<file path="config.mk">
export PLATFORM = sky130hd
export DESIGN_NAME = sw_debounce
export DESIGN_NICKNAME = d
export VERILOG_FILES = /design/src/rtl/debounce_pkg.sv /design/src/rtl/debounce_bit.sv /design/src/rtl/sw_debounce.sv
export SDC_FILE = /design/constraint.sdc
export NUM_CORES = 1
export LEC_CHECK = 0
export CAP_MARGIN = 10
export CORE_MARGIN = 4
export CORE_UTILIZATION = 35
export CTS_CLUSTER_SIZE = 10
export DETAILED_ROUTE_END_ITERATION = 6
export SYNTH_ARGS = -nofsm -noshare
export SYNTH_HDL_FRONTEND = slang
export SYNTH_SLANG_ARGS = --single-unit
</file>
<file path="constraint.sdc">
create_clock -name clk -period 2.22 [get_ports clk]
set_clock_uncertainty 0.15 [all_clocks]
set_input_delay 0.333 -clock clk [delete_from_list [all_inputs] [get_ports clk]]
set_output_delay 0.333 -clock clk [all_outputs]
set_load 0.005 [all_outputs]
</file>
<file path="src/rtl/debounce_pkg.sv">
// Shared constants, counter-width helper and per-bit state encoding for the
// switch debouncer.
`timescale 1ns/1ps
package debounce_pkg;

    localparam int DEFAULT_DEBOUNCE_CYCLES = 1_000_000;

    typedef enum logic {
        IDLE     = 1'b0,
        COUNTING = 1'b1
    } db_state_e;

    // Counter width for a given stability window, never narrower than one bit.
    function automatic int cnt_width(input int cycles);
        int w;
        w = $clog2(cycles);
        if (w < 1) begin
            w = 1;
        end else begin
            w = w;
        end
        return w;
    endfunction

endpackage

</file>
<file path="src/rtl/debounce_bit.sv">
// One switch bit: two-flop synchronizer, stability counter and accepted level.
// Edge pulses exist only when SW_DEBOUNCE_PULSE_EN is defined.
`timescale 1ns/1ps
module debounce_bit
    import debounce_pkg::*;
#(
    parameter int DEBOUNCE_CYCLES = DEFAULT_DEBOUNCE_CYCLES
) (
    input  logic clk,
    input  logic rst_n,
    input  logic sw,
`ifdef SW_DEBOUNCE_PULSE_EN
    output logic rise,
    output logic fall,
`endif
    output logic clean
);

    localparam int CNT_W = cnt_width(DEBOUNCE_CYCLES);
    localparam logic [CNT_W-1:0] CNT_MAX = CNT_W'(DEBOUNCE_CYCLES - 1);

    logic             sync1_r;
    logic             sync2_r;
    logic             stable_r;
    logic [CNT_W-1:0] cnt_r;
    logic [CNT_W-1:0] cnt_nxt_s;
    logic             stable_nxt_s;
    logic             accept_s;
    db_state_e        state_s;

    // State register: synchronizer, counter and accepted level.
    always_ff @(posedge clk or negedge rst_n) begin
        if (!rst_n) begin
            sync1_r  <= 1'b0;
            sync2_r  <= 1'b0;
            stable_r <= 1'b0;
            cnt_r    <= '0;
        end else begin
            sync1_r  <= sw;
            sync2_r  <= sync1_r;
            stable_r <= stable_nxt_s;
            cnt_r    <= cnt_nxt_s;
        end
    end

    // Next-state: count while the synchronized input disagrees, accept at the limit.
    always_comb begin
        cnt_nxt_s    = '0;
        stable_nxt_s = stable_r;
        accept_s     = 1'b0;
        case (state_s)
            IDLE: begin
                cnt_nxt_s = '0;
            end
            COUNTING: begin
                if (cnt_r == CNT_MAX) begin
                    accept_s     = 1'b1;
                    stable_nxt_s = sync2_r;
                    cnt_nxt_s    = '0;
                end else begin
                    cnt_nxt_s = cnt_r + CNT_W'(1);
                end
            end
            default: begin
                cnt_nxt_s = '0;
            end
        endcase
    end

    // Output decode: per-bit state and the registered clean level.
    always_comb begin
        state_s = (sync2_r != stable_r) ? COUNTING : IDLE;
        clean   = stable_r;
    end

`ifdef SW_DEBOUNCE_PULSE_EN
    logic rise_r;
    logic fall_r;

    // Edge pulses registered on the same edge that updates the clean level.
    always_ff @(posedge clk or negedge rst_n) begin
        if (!rst_n) begin
            rise_r <= 1'b0;
            fall_r <= 1'b0;
        end else begin
            rise_r <= accept_s & sync2_r;
            fall_r <= accept_s & ~sync2_r;
        end
    end

    assign rise = rise_r;
    assign fall = fall_r;
`endif

endmodule

</file>
<file path="src/rtl/sw_debounce.sv">
// Debounces NUM_SW board switches (bit 2 carry-in, bit 1 A, bit 0 B).
// Optional SW_RISE/SW_FALL pulses under macro SW_DEBOUNCE_PULSE_EN.
`timescale 1ns/1ps
module sw_debounce
    import debounce_pkg::*;
#(
    parameter int NUM_SW          = 3,
    parameter int DEBOUNCE_CYCLES = DEFAULT_DEBOUNCE_CYCLES
) (
    input  logic              clk,
    input  logic              rst_n,
    input  logic [NUM_SW-1:0] SW,
`ifdef SW_DEBOUNCE_PULSE_EN
    output logic [NUM_SW-1:0] SW_RISE,
    output logic [NUM_SW-1:0] SW_FALL,
`endif
    output logic [NUM_SW-1:0] SW_CLEAN
);

    // Bits are fully independent, so each gets its own debouncer.
    for (genvar i = 0; i < NUM_SW; i++) begin : g_bit
        debounce_bit #(
            .DEBOUNCE_CYCLES(DEBOUNCE_CYCLES)
        ) u_bit (
            .clk  (clk),
            .rst_n(rst_n),
            .sw   (SW[i]),
`ifdef SW_DEBOUNCE_PULSE_EN
            .rise (SW_RISE[i]),
            .fall (SW_FALL[i]),
`endif
            .clean(SW_CLEAN[i])
        );
    end

endmodule

</file>
==> impl_metrics.ini, run 1 <==
[status]
status = finished, final reports clean

[floorplan]
core_area_mm2 = 0.009196
die_y_um = 105.1
dieArea_mm2 = 0.01105
initial_core_util_pct = 35.90
fp-row-count = 35
ioPinCount = 8
die_w_um = 105.1

[worst_setup_path]
slowest_delay_ps = 570
crit_type = reg2reg
crit_arrival_ps = 2230
crit_fanout = 8
rrSetupSlack_ps = 100
cp-end-kind = register
reg2reg_from = g_bit[0].u_bit.cnt_r[1]
crit_chain = ha_1 > nand2_1 > or4_4 > or3_2 > a21oi_1
cp-start-kind = register
critPathBufInv = 0
slowest_stage = or4_4
required_ps = 2330
cp_top_family = simple AND/OR/NAND/NOR gates
rr_endpoint = g_bit[0].u_bit.cnt_r[16]
r2r_cells = 5

[logic_synthesis]
ys_top_cells_by_area = dfrtp_1 52%, xor2_1 5.3%, nor2_1 4.9%
syn_inst = 337
synth-edff-count = 0
synthFlopType = dfrtp_1
synth.avg_cell_area_um2 = 9.798
synth.largest_area_cell = dfrtp_1
yosys_warnings = 0
syn_nets = 345
synthArstFlopShare_pct = 100.0
syn_area_mm2 = 0.003302
yosys-top-cells-count = 69 x dfrtp_1, 43 x nor2_1, 23 x nand3_1
yosys_register_bits = 69
ys_types = 35
yosys.area.top_type_share_pct = 52.29
synth.most_common_cell = dfrtp_1
ys_seq_area_share_pct = 52.29

[finish]
fin_util_pct = 40.72
stdcell_area_mm2 = 0.003745
final_cells = 470
diodes = 0
final_net_count = 364
drive_above_1_share_pct = 11.14
area_growth_pct = 13.41

[timing]
setup_viol = 0
rsz0062_at_grt = false
tightest_slew_ps = 600.0
setup_ws_ps = 102.5
min_period_ps = 2117
fmaxAchievable_mhz = 472.3
setup_tns_ps = 0
slew-limit-headroom_pct = 59.63
hold_viol = 0
fin_hold_ws_ps = 208.3
slew_violations = 0
min_period_over_period_pct = 95.38

[routing]
drc_errors = 0
antenna_left = 0
wl_met2_mm = 3.050
dr.pass1.iters = 6
met3WireLength_um = 226
num_vias = 2459
vias_per_cell = 5.232
top_layer_used = met4
routedWlPerCell_um = 13.31
drtIter0Drc = 89
wl_met1_mm = 2.877
routed_wl_mm = 6.258

[min_path]
hold_start = g_bit[1].u_bit.sync1_r
min_to = g_bit[1].u_bit.sync2_r
hold_class = reg2reg
hold_depth = 0

[placement]
place_congestion = 0.8091
place_hpwl_mm = 4.333
pre_cts_slack_ps = 42.73
dp_cells = 455
place_area_mm2 = 0.003566
numPortBuffers = 7

[global_route]
grt_pass1_wl_mm = 11.03
grt_use_total_pct = 12.30
grt_max_degree = 38
grt-ovfl-total = 0
antenna_found_initial = 0
grt_pass1_vias = 2495

[flow_run]
cap_viol_max_count = 0

[cts]
clock_sinks = 69
clk_latency_ps = 340
cts_inserted_buffers = 9
htree_levels = 3
cts.path.max_buffers = 2
cts_setup_buffers = 0
path_clk_slew_ps = 70
cts_root_buffer = clkbuf_8
cts_tree = built

[pwr]
p_leak_nw = 1.518
powerDensity_mw_per_mm2 = 607.4
vdd_drop_max_mv = 0.2495
p_total_mw = 2.275
==> cells in the final DEF, fill, tap and decap left out, drive strengths merged, types with 4 or more instances in the layout <==
cell type,count
nand2,17
o21ai,17
nand4,15
clkdlybuf4s50,6
and2,4
and3,8
xnor2,16
xor2,20
or4,7
inv,10
clkbuf,12
nand3,24
or3,11
buf,14
nor2,43
a21oi,20
o31ai,5
nor4,9
nor3,7
dfrtp,69
==> layout make-up <==
cell class	instances	area, um2
clock buffers	12	155.1
clock inverters	2	10.01
repair buffers	21	185.2
flip-flops and latches	69	1727
well taps	111	138.9
multi-input cells	245	1491
inverters	10	37.54
fillers	886	5451
==> sequential cells by signal (all words and copies together) (netlist names) <==
register             cells
g_bit.u_bit.clean        3
g_bit.u_bit.cnt_r       60
g_bit.u_bit.sync2_r      3
g_bit.u_bit.sync1_r      3
==> power breakdown <==
part           total [mW]  switching, mW  internal [mW]  leakage [nW]
clock               0.886          0.436          0.451        0.0881
combinational      0.0952         0.0590         0.0361         0.487
sequential           1.29         0.0175           1.28         0.943
==> logic make-up after synthesis <==
group           Yosys count  share of synthesized area [%]
compound gates           45                          7.541
xor+xnor                 36                          9.549
fa+ha+maj                 3                          1.137
buf+inv                  23                          3.032
flops                    69                          52.29
mux                       3                          1.023
simple gates            158                          25.43
==> how the worst max path moves through the flow <==
stage / start / endpoint / slack [ps] / cells after the start
after floorplan: g_bit[0].u_bit.cnt_r[0] / g_bit[0].u_bit.cnt_r[18] / 100 / 6
after global placement: g_bit[0].u_bit.cnt_r[1] / g_bit[0].u_bit.cnt_r[18] / 120 / 5
after detailed placement: g_bit[0].u_bit.cnt_r[1] / g_bit[0].u_bit.cnt_r[18] / 40 / 5
after CTS: g_bit[0].u_bit.cnt_r[1] / g_bit[0].u_bit.cnt_r[16] / 30 / 5
after global routing: g_bit[0].u_bit.cnt_r[1] / g_bit[0].u_bit.cnt_r[18] / 30 / 5
final: g_bit[0].u_bit.cnt_r[1] / g_bit[0].u_bit.cnt_r[16] / 100 / 5
==> layer usage <==
layer / up-vias / GRT usage, %
li1: 1230 / -
met1: 1190 / 14.35
met2: 29 / 20.85
met3: 10 / 4.077
met4: 0 / 4.780
met5: - / 0
==> what timing repair did <==
| action | 4_1_cts | 5_1_grt |
|---|---|---|
| endpoints found under the hold margin | 14 | 0 |
| endpoints found under the setup margin | 0 | 4 |
| gates resized for setup | 0 | 1 |
| hold buffers | 1 | 0 |
(Power assumes the default switching activity.)
==> run 2: changes to the inputs <==
SKIP_LAST_GASP = 1   (was unset)
==> results of run 2 <==
The final DEF is identical to that of run 1; final timing and power are the same.
